===== config.mk =====
export PLATFORM = sky130hd
export DESIGN_NAME = irq_vector_ctrl
export DESIGN_NICKNAME = d
export VERILOG_FILES = /design/src/rtl/irq_vector_pkg.sv /design/src/rtl/irq_src_latch.sv /design/src/rtl/irq_vector_ctrl.sv
export SDC_FILE = /design/constraint.sdc
export NUM_CORES = 1
export LEC_CHECK = 0
export CORE_UTILIZATION = 39
export CTS_CLUSTER_DIAMETER = 50
export DETAILED_ROUTE_END_ITERATION = 10
export GPL_TIMING_DRIVEN = 0
export PLACE_DENSITY = 0.81
export SETUP_SLACK_MARGIN = 0.1
export SYNTH_ARGS = -nofsm -noshare
export SYNTH_HDL_FRONTEND = slang
export SYNTH_SLANG_ARGS = --single-unit
export TNS_END_PERCENT = 20

===== constraint.sdc =====
create_clock -name clk -period 2.2 [get_ports clk]
set_clock_uncertainty 0.15 [all_clocks]
set_input_delay 0.22 -clock clk [delete_from_list [all_inputs] [get_ports clk]]
set_output_delay 0.22 -clock clk [all_outputs]
set_load 0.01 [all_outputs]

===== src/rtl/irq_vector_pkg.sv =====
// Shared types and helpers for the interrupt vector controller:
// service state, default vector addresses and the priority encoder.
package irq_vector_pkg;

    typedef enum logic [1:0] {
        ST_RST,
        ST_IDLE,
        ST_TAKEN
    } state_t;

    localparam logic [15:0] DEF_VEC_BASE = 16'hFFE0;
    localparam logic [15:0] DEF_RST_VEC  = 16'hFFFC;

    // NMI wins outright; otherwise the lowest eligible index wins.
    function automatic logic [3:0] prio_encode(input logic [15:0] elig,
                                               input logic [3:0]  nmi);
        logic [3:0] win;
        win = 4'd0;
        for (int i = 15; i >= 0; i--) begin
            if (elig[i]) win = 4'(i);
        end
        if (elig[nmi]) win = nmi;
        return win;
    endfunction

endpackage


===== src/rtl/irq_src_latch.sv =====
// One interrupt source: rising-edge detector or level follower feeding a
// pending flop. Edge history keeps tracking src even while detection is off.
module irq_src_latch
    import irq_vector_pkg::*;
#(
    parameter bit EDGE = 1'b0
) (
    input  logic clk,
    input  logic reset,
    input  logic i_ce,
    input  logic i_src,
    input  logic i_edge_en,
    input  logic i_clr,
    output logic o_pending
);

    logic r_hist;
    logic r_pend;
    logic w_rise;
    logic w_next;

    // A fresh edge beats a same-cycle clear so the new request is not lost.
    assign w_rise = i_src & ~r_hist & i_edge_en;
    assign w_next = EDGE ? (w_rise | (r_pend & ~i_clr)) : i_src;

    always_ff @(posedge clk or posedge reset) begin
        if (reset) begin
            r_hist <= 1'b0;
            r_pend <= 1'b0;
        end else if (i_ce) begin
            r_hist <= i_src;
            r_pend <= w_next;
        end
    end

    assign o_pending = r_pend;

endmodule


===== src/rtl/irq_vector_ctrl.sv =====
// Interrupt controller for the 6502-class core: per-source pending latches,
// masking and fixed priority, plus the RST/IDLE/TAKEN service sequencer.
module irq_vector_ctrl
    import irq_vector_pkg::*;
#(
    parameter int                 NUM_SRC   = 4,
    parameter logic [NUM_SRC-1:0] EDGE_MODE = 4'b0001,
    parameter int                 NMI_SRC   = 0,
    parameter logic [15:0]        VEC_BASE  = DEF_VEC_BASE,
    parameter logic [15:0]        RST_VEC   = DEF_RST_VEC,
    localparam int                ID_W      = (NUM_SRC > 1) ? $clog2(NUM_SRC) : 1
) (
    input  logic               clk,
    input  logic               reset,
    input  logic               ce,
    input  logic [NUM_SRC-1:0] src,
    input  logic [NUM_SRC-1:0] mask,
    input  logic               i_flag,
    input  logic               poll,
    input  logic               ack,
    output logic               got_int,
    output logic               is_reset,
    output logic [ID_W-1:0]    active_id,
    output logic [15:0]        vector,
    output logic [NUM_SRC-1:0] pending
);

    state_t             r_state;
    logic [NUM_SRC-1:0] w_pend;
    logic [NUM_SRC-1:0] w_elig;
    logic [ID_W-1:0]    w_win;
    logic               w_ack_taken;

    assign w_ack_taken = ce & ack & (r_state == ST_TAKEN);

    for (genvar gi = 0; gi < NUM_SRC; gi++) begin : g_src
        irq_src_latch #(
            .EDGE(EDGE_MODE[gi])
        ) u_src (
            .clk      (clk),
            .reset    (reset),
            .i_ce     (ce),
            .i_src    (src[gi]),
            .i_edge_en(r_state != ST_RST),
            .i_clr    (w_ack_taken && (active_id == ID_W'(gi))),
            .o_pending(w_pend[gi])
        );

        assign w_elig[gi] = (gi == NMI_SRC) ? w_pend[gi]
                                            : (w_pend[gi] & mask[gi] & ~i_flag);
    end

    assign w_win   = ID_W'(prio_encode(16'(w_elig), 4'(NMI_SRC)));
    assign pending = w_pend;

    // Once TAKEN, id and vector stay frozen until the CPU acks the fetch.
    always_ff @(posedge clk or posedge reset) begin
        if (reset) begin
            r_state   <= ST_RST;
            got_int   <= 1'b1;
            is_reset  <= 1'b1;
            vector    <= RST_VEC;
            active_id <= '0;
        end else if (ce) begin
            case (r_state)
                ST_RST: begin
                    if (ack) begin
                        r_state  <= ST_IDLE;
                        got_int  <= 1'b0;
                        is_reset <= 1'b0;
                    end
                end
                ST_IDLE: begin
                    if (poll && (|w_elig)) begin
                        r_state   <= ST_TAKEN;
                        got_int   <= 1'b1;
                        active_id <= w_win;
                        vector    <= VEC_BASE + 16'({w_win, 1'b0});
                    end
                end
                ST_TAKEN: begin
                    if (ack) begin
                        r_state <= ST_IDLE;
                        got_int <= 1'b0;
                    end
                end
                default: r_state <= ST_RST;
            endcase
        end
    end

endmodule


# Word level (Yosys, flattened, before mapping)
# Index checks and enable logic that the tools add are counted.
# totals
in_bits	14
elab_cells	52
output_inout_bits	24
ff_bits	27
# classes
n_eq_ne	4
muxes	10
n_bitwise	15
n_reduce_logical	12
n_addsub	1
# ops
operator	count
$mux 2	6
$and 1x1->1	11
$reduce_and 3->1	3
$add 6x4->7 const A	1
$logic_not 2->1	2
$pmux 2 s2	1
$reduce_and 4->1	1
$reduce_bool 2->1	2
$reduce_or 4->1	1
$not 1->1	3
$eq 2x1->1 const B	1
$eq 2x2->1 const B	1
$logic_and 1x1->1	2
$mux 1	2
$ne 2x1->1 const B	1
$ne 2x2->1 const B	1
$pmux 1 s2	1
$reduce_or 2->1	1
$or 1x1->1	1

# Logic depth before layout (Yosys ltp)
# logic_depth
depth_word	7
depth_mapped	4
depth_no_buf	3

# Modules after synthesis
# Synthesis repeated with hierarchy kept, for this count alone.
# unflattened
cells_unflattened	80
hier_area_um2	795.8
# modules_own_cells
module	n_inst	seq_area_each_um2	area_each_um2	cells_per_inst
irq_vector_ctrl	1	205.2	579.3	64
irq_src_latch (g_src[1].u_src ...)	3	25.0	43.8	3
irq_src_latch (g_src[0].u_src)	1	50.0	85.1	7

# Least setup slack after synthesis
# OpenSTA, ideal clock, no wires.
# synth_path
kind	register to register
from	register r_state[1]
to	register vector[2]
slack_ps	627
required_time_ps	1965
arrival_ps	1338
n_path_buf	0
period_less_slack_ps	1573
stages_incl_launch_ff	4
setup_time_ps	85
cell_sequence	dfrtp_1 -> nand4b_2 -> or4b_1 -> o221ai_1
# synth_via
elab_chain_len	2
# synth_lines
item	line_no	source
from (decl)	irq_vector_ctrl.sv:28	state_t r_state;
from (signal assigned)	irq_vector_ctrl.sv:59	r_state <= ST_RST;
from (signal assigned)	irq_vector_ctrl.sv:68	r_state <= ST_IDLE;
from (signal assigned)	irq_vector_ctrl.sv:75	r_state <= ST_TAKEN;
$eq 2x1->1	irq_vector_ctrl.sv:65	case (r_state)
$reduce_and 3->1 (no line)	--	
to (signal assigned)	irq_vector_ctrl.sv:78	vector <= VEC_BASE + 16'({w_win, 1'b0});
to (decl)	irq_vector_ctrl.sv:24	output logic [15:0] vector,
# No other way between the ends.
# A chain may end at the register's enable or synchronous reset.

==> results.sh <==
export IMPL_grt_pass1_wl_mm=2.59
export IMPL_max_slew_margin_rel_pct=58.2
export IMPL_wl_per_cell_um=11.5
export IMPL_layout_nets=126
export IMPL_path_buf_inv=2
export IMPL_path_clk_slew_ns=0.08
export IMPL_leakage_nw=0.495
export IMPL_power_density_nw_per_um2=831
export IMPL_drc=0
export IMPL_postLayoutSetupSlackWorst_ns=0.389
export IMPL_ys_seq_area_share_pct=43.5
export IMPL_cts_max_level=1
export IMPL_report_final_hold_viol_count=0
export IMPL_post_cts_setup_buffer_count=0
export IMPL_grt_max_degree=14
export IMPL_worst_pin_slew_ns=0.623
export IMPL_dieHeight_um=46.1
export IMPL_synth_edf_count=0
export IMPL_yosysMostFrequentCell="buf_4"
export IMPL_cts_tree="yes"
export IMPL_netlist_area_leader_share_pct=29.7
export IMPL_synthTopCellsByArea="dfrtp_1 30%, buf_4 19%, dfstp_2 14%, mux2_2 5.9%, nand2_1 3.5%"
export IMPL_worstSetupStartpointType="flip-flop"
export IMPL_synth_distinct_cells=27
export IMPL_crit_family="buffers and inverters"
export IMPL_setup_viol=0
export IMPL_postRouteAntennaNets=0
export IMPL_cts_buffers_inserted=3
export IMPL_vias=643
export IMPL_num_rows=15
export IMPL_cts_root_buf="clkbuf_4"
export IMPL_cp_end_kind="primary output"
export IMPL_gp_congestion=0.727
export IMPL_fillers=155
export IMPL_cp_cell_sequence="buf_4 > clkdlybuf4s50_1"
export IMPL_placement_io_buffers=23
export IMPL_endpoint="vector[4]"
export IMPL_area_growth_pct=42.8
export IMPL_insertion_delay_ns=0.27
export IMPL_rr_endpoint="active_id[1]$_DFFE_PP0P_"
export IMPL_antenna_found_initial=0
export IMPL_n_antenna_cell=0
export IMPL_outcome="finished, final reports clean"
export IMPL_synthCells=74
export IMPL_clockBufferDepth=2
export IMPL_die_area_um2=2130
export IMPL_path_depth=2
export IMPL_r2r_cells=3
export IMPL_drt_iter0_drc=9
export IMPL_yosys_warnings=0
export IMPL_firstDrtPassIters=4
export IMPL_grt_usage_pct=17.4
export IMPL_critPathLaunch="vector[3]$_DFFE_PP1P_"
export IMPL_critical_path_class="flip-flop to primary output"
export IMPL_cts_resized=0
export IMPL_crit_path_top_delay_cell="dfstp_2"
export IMPL_synth_main_ff_cell="dfrtp_1"
export IMPL_critPathArrivalTime_ns=1.44
export IMPL_clkSinkCount=13
export IMPL_peakVddDrop_uv=555
export IMPL_r2r_start="r_state[1]$_DFFE_PP0P_"
export IMPL_syn_avg_cell_area_um2=10.3
export IMPL_drive_above_1_share_pct=27.9
export IMPL_cp_required_ns=1.83
export IMPL_path_max_fanout=3
export IMPL_synth_area_um2=759
export IMPL_ios=38
export IMPL_initial_core_util_pct=42.6
export IMPL_hp_class="input pin to async pin"
export IMPL_core_um2=1780
export IMPL_rsz0062_at_grt="false"
export IMPL_r2r_setup_slack_ns=0.48
export IMPL_grt_pass1_vias=619
export IMPL_synth_async_sr_flop_share_pct=100
export IMPL_hpwl_mm=1.21
export IMPL_place_ws_ns=0.304
export IMPL_synth_common_cells="19 x buf_4, 9 x dfrtp_1, 7 x nand2_1"
export IMPL_timing_fmax_ghz=0.552
export IMPL_drv_slew=0
export IMPL_timing_final_crit_share_pct=82.3
export IMPL_routed_wl_mm=1.57
export IMPL_ctsHoldBuffers=0
export IMPL_via_per_inst=4.73
export IMPL_gr_total_overflow=0
export IMPL_synth_largest_area_cell="dfrtp_1"
export IMPL_min_period_ns=1.81
export IMPL_setup_tns_ns=0
export IMPL_cap_violations=0
export IMPL_die_w_um=46.1
export IMPL_synth_seq_cells=13
export IMPL_max_stage_delay_ns=0.55
-- cell families (layout without fill, tap and decap cells) --
kind of cell / count (synthesis) / after routing / share of synthesized area [%]
buffers and inverters: 24 / 51 / 21.3
AO/OA/AOI/OAI: 16 / 16 / 16.6
AND/OR/NAND/NOR: 15 / 15 / 11.7
flip-flops: 13 / 13 / 43.5
multiplexers: 4 / 4 / 5.93
other: 2 / 12 / 0.989
-- registers in the layout (all words and copies together), names as in the netlist --
| name | count |
|---|---|
| g_src.u_src.o_pending | 4 |
| vector | 2 |
| is_reset | 1 |
| active_id | 2 |
| r_state | 2 |
| got_int | 1 |
| g_src.u_src.r_hist | 1 |
-- routing by layer --
layer	GRT usage, %	routed length (um)	up-vias
met5	0	0	-
met4	10.0	19	0
met3	3.14	130	2
met2	29.6	776	34
met1	20.3	640	300
li1	-	-	307
-- worst reg2reg max path, stage by stage (launching register included) --
cell and delay, ns:
dfrtp_1 0.44, nand4b_2 0.28, or4b_1 0.56, o221ai_1 0.20
-- final cells by class --
type / instances / area [um^2] / area share, %
multi-input combinational: 47 / 305 / 28.1
clock buffer: 4 / 26.3 / 2.42
inverter: 5 / 18.8 / 1.73
sequential: 13 / 330 / 30.4
timing repair buffer: 23 / 230 / 21.2
tap: 25 / 31.3 / 2.88
buffer: 19 / 143 / 13.1
-- power by group --
group | total, mW | switching [mW] | internal (mW)
clock network | 0.149 | 0.0784 | 0.0703
logic | 0.354 | 0.139 | 0.215
registers | 0.399 | 0.0815 | 0.318
total | 0.902 | 0.299 | 0.603
-- worst min path at each step --
stage | to | slack [ns] | cells past startpoint
2_1_floorplan | active_id[0]$_DFFE_PP0P_ | -0.06 | 1
3_3_place_gp | is_reset$_DFFE_PP1P_ | 0.30 | 1
3_5_place_dp | is_reset$_DFFE_PP1P_ | 0.32 | 1
4_1_cts | g_src[1].u_src.o_pending$_DFFE_PP0P_ | 0.12 | 2
5_1_grt | g_src[0].u_src.r_hist$_DFFE_PP0P_ | 0.14 | 2
6_report | g_src[0].u_src.r_hist$_DFFE_PP0P_ | 0.11 | 2
-- cell usage in the layout (no fill, tap or decap) --
cell type         n
clkdlybuf4s50_1  23
buf_4            19
conb_1           12
dfrtp_1           9
nand2_1           7
inv_1             5
mux2_2            4
dfstp_2           4
clkbuf_4          3
nor2b_1           2
a21o_1            2
o221ai_1          2
o21ai_0           2
nand3b_1          1
o21a_1            1
a22oi_1           1
nand4b_2          1
a311oi_1          1
a32oi_1           1
or3_1             1
o22ai_1           1
a222oi_1          1
o2111ai_1         1
or2b_1            1
o311a_1           1
or4b_1            1
nor2_1            1
o211ai_1          1
o41ai_1           1
clkbuf_1          1
-- per-stage QoR --
stage               utilization (%)  hold WS, ns  total power, mW  area (um^2)  std cells
finish                         60.8        0.109            0.902         1080        136
CTS                            60.8        0.121            0.907         1080        136
floorplan                         -      -0.0559            0.590          797         84
detailed placement             59.4        0.315            0.756         1060        132
global placement               59.4        0.299            0.740         1060        132
global route                   60.8        0.139            0.961         1080        136
Power figures use the tool's default switching activity.
